<file path="src/rtl/graph_pkg.sv">
// Shared definitions for the graph pipeline (decoder, adjacency_map,
// path_counter).
//   node_t               : node index at the default width
//   path_counter_state_t : traversal controller states
//   DEFAULT_*            : default widths/depths reused across blocks
package graph_pkg;

  localparam int DEFAULT_NODE_WIDTH  = 10;
  localparam int DEFAULT_STACK_DEPTH = 256;
  localparam int DEFAULT_COUNT_WIDTH = 48;

  typedef logic [DEFAULT_NODE_WIDTH-1:0] node_t;

  typedef enum logic [2:0] {
    IDLE,
    POP,
    CHECK,
    QUERY,
    COLLECT,
    DONE,
    ERROR
  } path_counter_state_t;

endpackage

</file>
<file path="src/rtl/lifo_stack.sv">
// LIFO stack with a combinational read of the top entry.
//   clk, rst      : clock, synchronous active-high reset (empties the stack)
//   clear         : discard the contents this cycle; a simultaneous push
//                   lands in entry 0
//   push/push_data: write a new top entry (ignored when full)
//   pop           : drop the top entry (ignored when empty or pushing)
//   top_data      : current top entry, valid while !empty
//   full, empty   : occupancy flags
//   count         : number of entries held
// DEPTH must be a power of two and at least 2.
module lifo_stack import graph_pkg::*; #(
  parameter int WIDTH = DEFAULT_NODE_WIDTH,
  parameter int DEPTH = DEFAULT_STACK_DEPTH
) (
  input  logic                   clk,
  input  logic                   rst,
  input  logic                   clear,
  input  logic                   push,
  input  logic [WIDTH-1:0]       push_data,
  input  logic                   pop,
  output logic [WIDTH-1:0]       top_data,
  output logic                   full,
  output logic                   empty,
  output logic [$clog2(DEPTH):0] count
);

  localparam int AW = $clog2(DEPTH);
  localparam logic [AW:0]   FULL_LEVEL = DEPTH[AW:0];
  localparam logic [AW:0]   ONE        = 1;
  localparam logic [AW-1:0] ONE_ADDR   = 1;

  logic [WIDTH-1:0] mem [DEPTH];
  logic [AW:0]      sp_reg;
  logic [AW:0]      base;
  logic [AW-1:0]    top_addr;
  logic             do_push;
  logic             do_pop;

  // A clear rebases the pointer to zero so a restart can push its root
  // even when the previous traversal aborted with the stack full.
  assign base     = clear ? '0 : sp_reg;
  assign do_push  = push && (base != FULL_LEVEL);
  assign do_pop   = pop && !push && !clear && (sp_reg != '0);
  assign top_addr = sp_reg[AW-1:0] - ONE_ADDR;

  always_ff @(posedge clk) begin
    if (rst) begin
      sp_reg <= '0;
    end else if (do_push) begin
      sp_reg <= base + ONE;
    end else if (do_pop) begin
      sp_reg <= sp_reg - ONE;
    end else begin
      sp_reg <= base;
    end
  end

  always_ff @(posedge clk) begin
    if (!rst && do_push) begin
      mem[base[AW-1:0]] <= push_data;
    end
  end

  assign top_data = mem[top_addr];
  assign full     = (sp_reg == FULL_LEVEL);
  assign empty    = (sp_reg == '0);
  assign count    = sp_reg;

endmodule

</file>
<file path="src/rtl/path_counter.sv">
// Depth-first path counter over the DAG held in adjacency_map.
// Pops a node from an explicit stack, counts it if it is the target,
// otherwise queries its successors and pushes each reply beat.
//   clk, rst                     : clock, synchronous active-high reset
//   start/start_node/target_node : launch a traversal (IDLE/DONE/ERROR)
//   query_ready/valid/data       : node expansion request to the map
//   reply_valid/last/data/no_edges_found, reply_ready : successor beats
//   busy, done, error            : traversal status (levels)
//   path_count, count_saturated  : result and sticky clip flag
module path_counter import graph_pkg::*; #(
  parameter int NODE_WIDTH  = DEFAULT_NODE_WIDTH,
  parameter int STACK_DEPTH = DEFAULT_STACK_DEPTH,
  parameter int COUNT_WIDTH = DEFAULT_COUNT_WIDTH
) (
  input  logic                   clk,
  input  logic                   rst,
  input  logic                   start,
  input  logic [NODE_WIDTH-1:0]  start_node,
  input  logic [NODE_WIDTH-1:0]  target_node,
  input  logic                   query_ready,
  output logic                   query_valid,
  output logic [NODE_WIDTH-1:0]  query_data,
  input  logic                   reply_valid,
  input  logic                   reply_last,
  input  logic [NODE_WIDTH-1:0]  reply_data,
  input  logic                   reply_no_edges_found,
  output logic                   reply_ready,
  output logic                   busy,
  output logic                   done,
  output logic                   error,
  output logic [COUNT_WIDTH-1:0] path_count,
  output logic                   count_saturated
);

  localparam int SP_W = $clog2(STACK_DEPTH) + 1;
  localparam logic [COUNT_WIDTH-1:0] COUNT_ONE = 1;

  path_counter_state_t state_reg, state_next;

  logic [NODE_WIDTH-1:0]  cur_reg;
  logic [NODE_WIDTH-1:0]  target_reg;
  logic [COUNT_WIDTH-1:0] count_reg;
  logic                   sat_reg;

  logic                   restart;
  logic                   stack_push;
  logic [NODE_WIDTH-1:0]  stack_push_data;
  logic                   stack_pop;
  logic [NODE_WIDTH-1:0]  stack_top;
  logic                   stack_full;
  logic                   stack_empty;
  logic [SP_W-1:0]        stack_count;
  logic                   is_target;
  logic                   beat_wants_push;

  assign restart   = start && ((state_reg == IDLE) || (state_reg == DONE) ||
                               (state_reg == ERROR));
  assign is_target = (cur_reg == target_reg);
  assign beat_wants_push = (state_reg == COLLECT) && reply_valid &&
                           !reply_no_edges_found;

  // Overflowing beats are dropped: the push is suppressed when full.
  assign stack_push      = restart || (beat_wants_push && !stack_full);
  assign stack_push_data = restart ? start_node : reply_data;
  assign stack_pop       = (state_reg == POP) && (stack_count != '0);

  lifo_stack #(
    .WIDTH (NODE_WIDTH),
    .DEPTH (STACK_DEPTH)
  ) u_stack (
    .clk       (clk),
    .rst       (rst),
    .clear     (restart),
    .push      (stack_push),
    .push_data (stack_push_data),
    .pop       (stack_pop),
    .top_data  (stack_top),
    .full      (stack_full),
    .empty     (stack_empty),
    .count     (stack_count)
  );

  // State register
  always_ff @(posedge clk) begin
    if (rst) begin
      state_reg <= IDLE;
    end else begin
      state_reg <= state_next;
    end
  end

  // Next-state logic
  always_comb begin
    state_next = state_reg;
    unique case (state_reg)
      IDLE, DONE, ERROR: begin
        if (start) state_next = POP;
      end
      POP: begin
        state_next = stack_empty ? DONE : CHECK;
      end
      CHECK: begin
        // The target is counted but never expanded.
        state_next = is_target ? POP : QUERY;
      end
      QUERY: begin
        if (query_ready) state_next = COLLECT;
      end
      COLLECT: begin
        if (reply_valid) begin
          // A no-edges reply is always a single beat, whatever reply_last says.
          if (reply_no_edges_found) begin
            state_next = POP;
          end else if (stack_full) begin
            state_next = ERROR;
          end else if (reply_last) begin
            state_next = POP;
          end
        end
      end
      default: state_next = IDLE;
    endcase
  end

  // Outputs; query_valid is gated by state because the map latches
  // its index on any query_valid.
  always_comb begin
    query_valid = (state_reg == QUERY) && query_ready;
    query_data  = cur_reg;
    reply_ready = (state_reg == COLLECT);
    busy        = (state_reg == POP) || (state_reg == CHECK) ||
                  (state_reg == QUERY) || (state_reg == COLLECT);
    done        = (state_reg == DONE);
    error       = (state_reg == ERROR);
  end

  // Datapath: current node, latched target, saturating path counter
  always_ff @(posedge clk) begin
    if (rst) begin
      cur_reg    <= '0;
      target_reg <= '0;
      count_reg  <= '0;
      sat_reg    <= 1'b0;
    end else begin
      if (restart) begin
        target_reg <= target_node;
        count_reg  <= '0;
        sat_reg    <= 1'b0;
      end
      if ((state_reg == POP) && !stack_empty) begin
        cur_reg <= stack_top;
      end
      if ((state_reg == CHECK) && is_target) begin
        if (&count_reg) begin
          sat_reg <= 1'b1;
        end else begin
          count_reg <= count_reg + COUNT_ONE;
        end
      end
    end
  end

  assign path_count      = count_reg;
  assign count_saturated = sat_reg;

endmodule

</file>
<file path="config.mk">
export PLATFORM = sky130hd
export DESIGN_NAME = path_counter
export DESIGN_NICKNAME = d
export VERILOG_FILES = /design/src/rtl/graph_pkg.sv /design/src/rtl/lifo_stack.sv /design/src/rtl/path_counter.sv
export SDC_FILE = /design/constraint.sdc
export NUM_CORES = 2
export LEC_CHECK = 0
export CAP_MARGIN = 15
export CORE_UTILIZATION = 25
export CTS_CLUSTER_SIZE = 8
export DETAILED_ROUTE_END_ITERATION = 12
export PLACE_DENSITY = 0.43
export RECOVER_POWER = 100
export SYNTH_ARGS = -nofsm -noshare
export SYNTH_HDL_FRONTEND = slang
export SYNTH_SLANG_ARGS = --single-unit
</file>
<file path="constraint.sdc">
create_clock -name clk -period 6.4 [get_ports clk]
set_input_delay 1.28 -clock clk [delete_from_list [all_inputs] [get_ports clk]]
set_output_delay 1.28 -clock clk [all_outputs]
set_load 0.005 [all_outputs]
</file>
==> metrics <==
Hold Crit Start target_reg[3]; port bufs 100; r2r startpoint state_reg[1]; worst path required time 6.93 ns; top_reg_cell synth edfxtp_1; area of the mapped netlist 0.1036 mm2; synth warn 0; Slowest-stage cell, CP o2111ai_1; hold depth 2; Cell Pwr Density 485.4 mW/mm2; Clock Sinks 2641; hold buffers post-CTS 0; CTS tree built; CP dominant cell by count clkbuf_1; DRC violations left 0; Worst-Margin Slew 2.537 ns; area of the multi-input gates 0.02361 mm2; Cell variety after synth 75; internal power 38.24 mW; largest net degree at the start of global routing 112; Max clock buf depth 4; Die X 645.8 um; core area 0.4128 mm2; combinational share of power 34.6%; Max FO, Critical Path 16; Clock Latency Late Sink 0.97 ns; RePlAce Congestion 0.8054; peak supply drop 0.0003970 V; DR iter-0 viols 4970; post-CTS setup repair buffer count 0; Setup TNS 0 ns; P_sw 21.46 mW; Syn Nets 5354; die area 0.4170 mm2; Rel. slew slack -69.33%; CP Launch Type register; max reg flops 2560; number of synthesized flops with an enable pin 2560; Final ANT Viol Nets 0; Hold Vio Cnt, Final 0; Resize count post-CTS 0; Critical Path, Cell by Cell xor2_1, a21oi_1, nand2b_1, nand2_1, inv_1, ha_1, o2111ai_1, clkbuf_1, nor2_1, clkbuf_1; first-pass iteration count of the detailed router 5; Die Height 645.8 um; Leak 37.60 nW; Sw Share 35.95%; share of cells above drive strength 1 21.12%; CP endpoint kind register; outcome finished with violations; Worst Hold End target_reg[3]; post-synthesis register bit count 2641; Synth async-reset ratio 0%; f_max 169.2 MHz; hpwl dp 192.9 mm; Slew Limit Fails 305; total congestion overflow 0; vias in the first global route 56050; MaxCap Viol Count 10; routed len/inst 27.14 um; final wirelength 311.8 mm; clock root cell clkbuf_16; via count 53860; path depth of the worst reg2reg path 10; R2R Setup Slk 0.49 ns; Starting Density 25.10%; Clock power frac 29.6%; first-pass GRT wire length 438.0 mm; Filler cells 40460; antenna violations before repair 20; sequential power share 35.8%; FF+latch area 0.07850 mm2; CTS HTree Levels 5; # rows 236; cell count after synthesis 5310; vias per cell 4.688; nets@finish 5960; clk slew on worst S/H paths 0.05 ns; global-route usage over all layers 14.63%; Final Skew 0.08500 ns; FF-to-FF End u_stack.mem[79][3]; RSZ-0062 raised after global routing false; hold crit path type register to register; Avg Cell Area, Syn 19.51 um2; minimum clock period 5.909 ns; I/O pin cnt 101; data arrival time of the critical path 6.44 ns; crit share post-route 92.33%; hold slack 0.4742 ns; Worst path max stage delay 1.25 ns; Setup Viol. Count Final 0; total power 59.71 mW; Post-DP Area 0.1141 mm2; Final Util 29.80%; sequential area share after synthesis 75.76%; Finished Cell Area 0.1230 mm2; failing checks max-capacitance violations, max-slew violations; CTS Buf Count 370; critical path class register to register; Area Overhead vs Synth 18.73%
[worst max-delay path by stage]
stage	from	end	slack, ns	cells past startpoint
after floorplan	start	u_stack.mem[0][0]	0.33	6
after global placement	start	u_stack.mem[156][2]	0.82	12
after detailed placement	start	u_stack.mem[156][2]	0.84	12
after CTS	state_reg[1]	u_stack.mem[156][8]	1.07	13
after global routing	state_reg[1]	u_stack.mem[242][1]	0.38	9
final	state_reg[1]	u_stack.mem[79][3]	0.49	10
[critical path: cells and delay by family (launching register included)]
family | cells | cell delay (ns)
XOR/XNOR | 1 | 0.13
adder cells (fa/ha/maj) | 1 | 0.33
flip-flops | 1 | 0.65
AO/OA/AOI/OAI | 2 | 1.85
buffers and inverters | 3 | 1.71
AND/OR/NAND/NOR | 3 | 0.80
[metrics by stage]
stage | worst slack [ns] | cells
floorplan | 0.3320 | 5310
global placement | 0.8150 | 11020
detailed placement | 0.8367 | 11020
CTS | 1.074 | 11480
global route | 0.3790 | 11480
finish | 0.4909 | 11490
[cell families after synthesis]
group | Yosys count | synth area share (%)
AND/OR/NAND/NOR | 1169 | 5.061
flip-flops | 2641 | 75.76
adder cells (fa/ha/maj) | 7 | 0.08453
multiplexers | 687 | 14.14
AO/OA/AOI/OAI | 408 | 2.752
XOR/XNOR | 62 | 0.5459
buffers and inverters | 336 | 1.652
[power groups by stage]
| stage | Combinational [mW] | Sequential (mW) | Clock [mW] |
|---|---|---|---|
| after global routing | 21.8 | 21.4 | 18.7 |
| final | 20.7 | 21.4 | 17.7 |
| after global placement | 21.1 | 21.7 | 0 |
| after detailed placement | 21.2 | 21.7 | 0 |
| after floorplan | 11.8 | 22.2 | 0 |
| after CTS | 21.3 | 21.3 | 18.1 |
[synthesized netlist by cell type (31+ instances only)]
library cell  number  share of area (%)
mux2i_1           64               0.62
buf_2             80               0.39
buf_1             43               0.16
a31oi_1           32               0.19
xor2_1            37               0.31
a22oi_1           54               0.39
buf_4             54               0.39
clkbuf_1         128               0.46
dfxtp_1           81                1.6
a22o_1            40               0.34
o21ai_0           38               0.18
edfxtp_1        2560                 74
a2111oi_0         31               0.26
nand3_1          133               0.64
mux4_2           621                 13
nor2_1           384                1.4
a21oi_1           97               0.47
and3_1            62               0.37
nand4_1           50               0.30
nand2_1          417                1.5
[routing by layer]
layer  wire (um)  GRT usage [%]  vias to the layer above  share of wire [%]
li1            -              -                    22760                  -
met1      135900          19.79                    29040                 44
met2      150300          24.26                     1646                 48
met3       18280          2.607                      411                5.9
met4        7286          3.668                        0                2.3
met5           0              0                        -                  0
[cells in the final DEF (no fill, tap or decap), types with 20 or more instances in the layout]
cell             synthesis  final
clkbuf_16                0    371
clkdlybuf4s50_1          0     35
and3_1                  62     62
a22o_1                  40     40
nand3_1                133    127
clkbuf_2                 1     20
dfxtp_1                 81     80
nand2_1                417    406
clkbuf_1               128    329
buf_12                   0     39
xor2_1                  37     37
o21ai_0                 38     39
a22oi_1                 54     54
dlygate4sd3_1            0     64
edfxtp_1              2560   2560
a211oi_1                21     21
mux2i_1                 64     64
a2111oi_0               31     31
buf_4                   54    129
mux4_2                 621    621
xnor2_1                 22     21
nand4_1                 50     50
a21oi_1                 97     97
nor2_1                 384    383
a31oi_1                 32     31
[layout make-up]
type,instances,share of cell area [%]
inverter,11,0.03357
multi-input combinational,2333,19.19
clock inverter,31,0.4811
sequential,2641,63.82
antenna,7,0.01424
clock buffer,433,7.745
tap,5474,5.568
timing repair buffer,559,3.149
No activity file was read; power rests on OpenSTA's default activity.
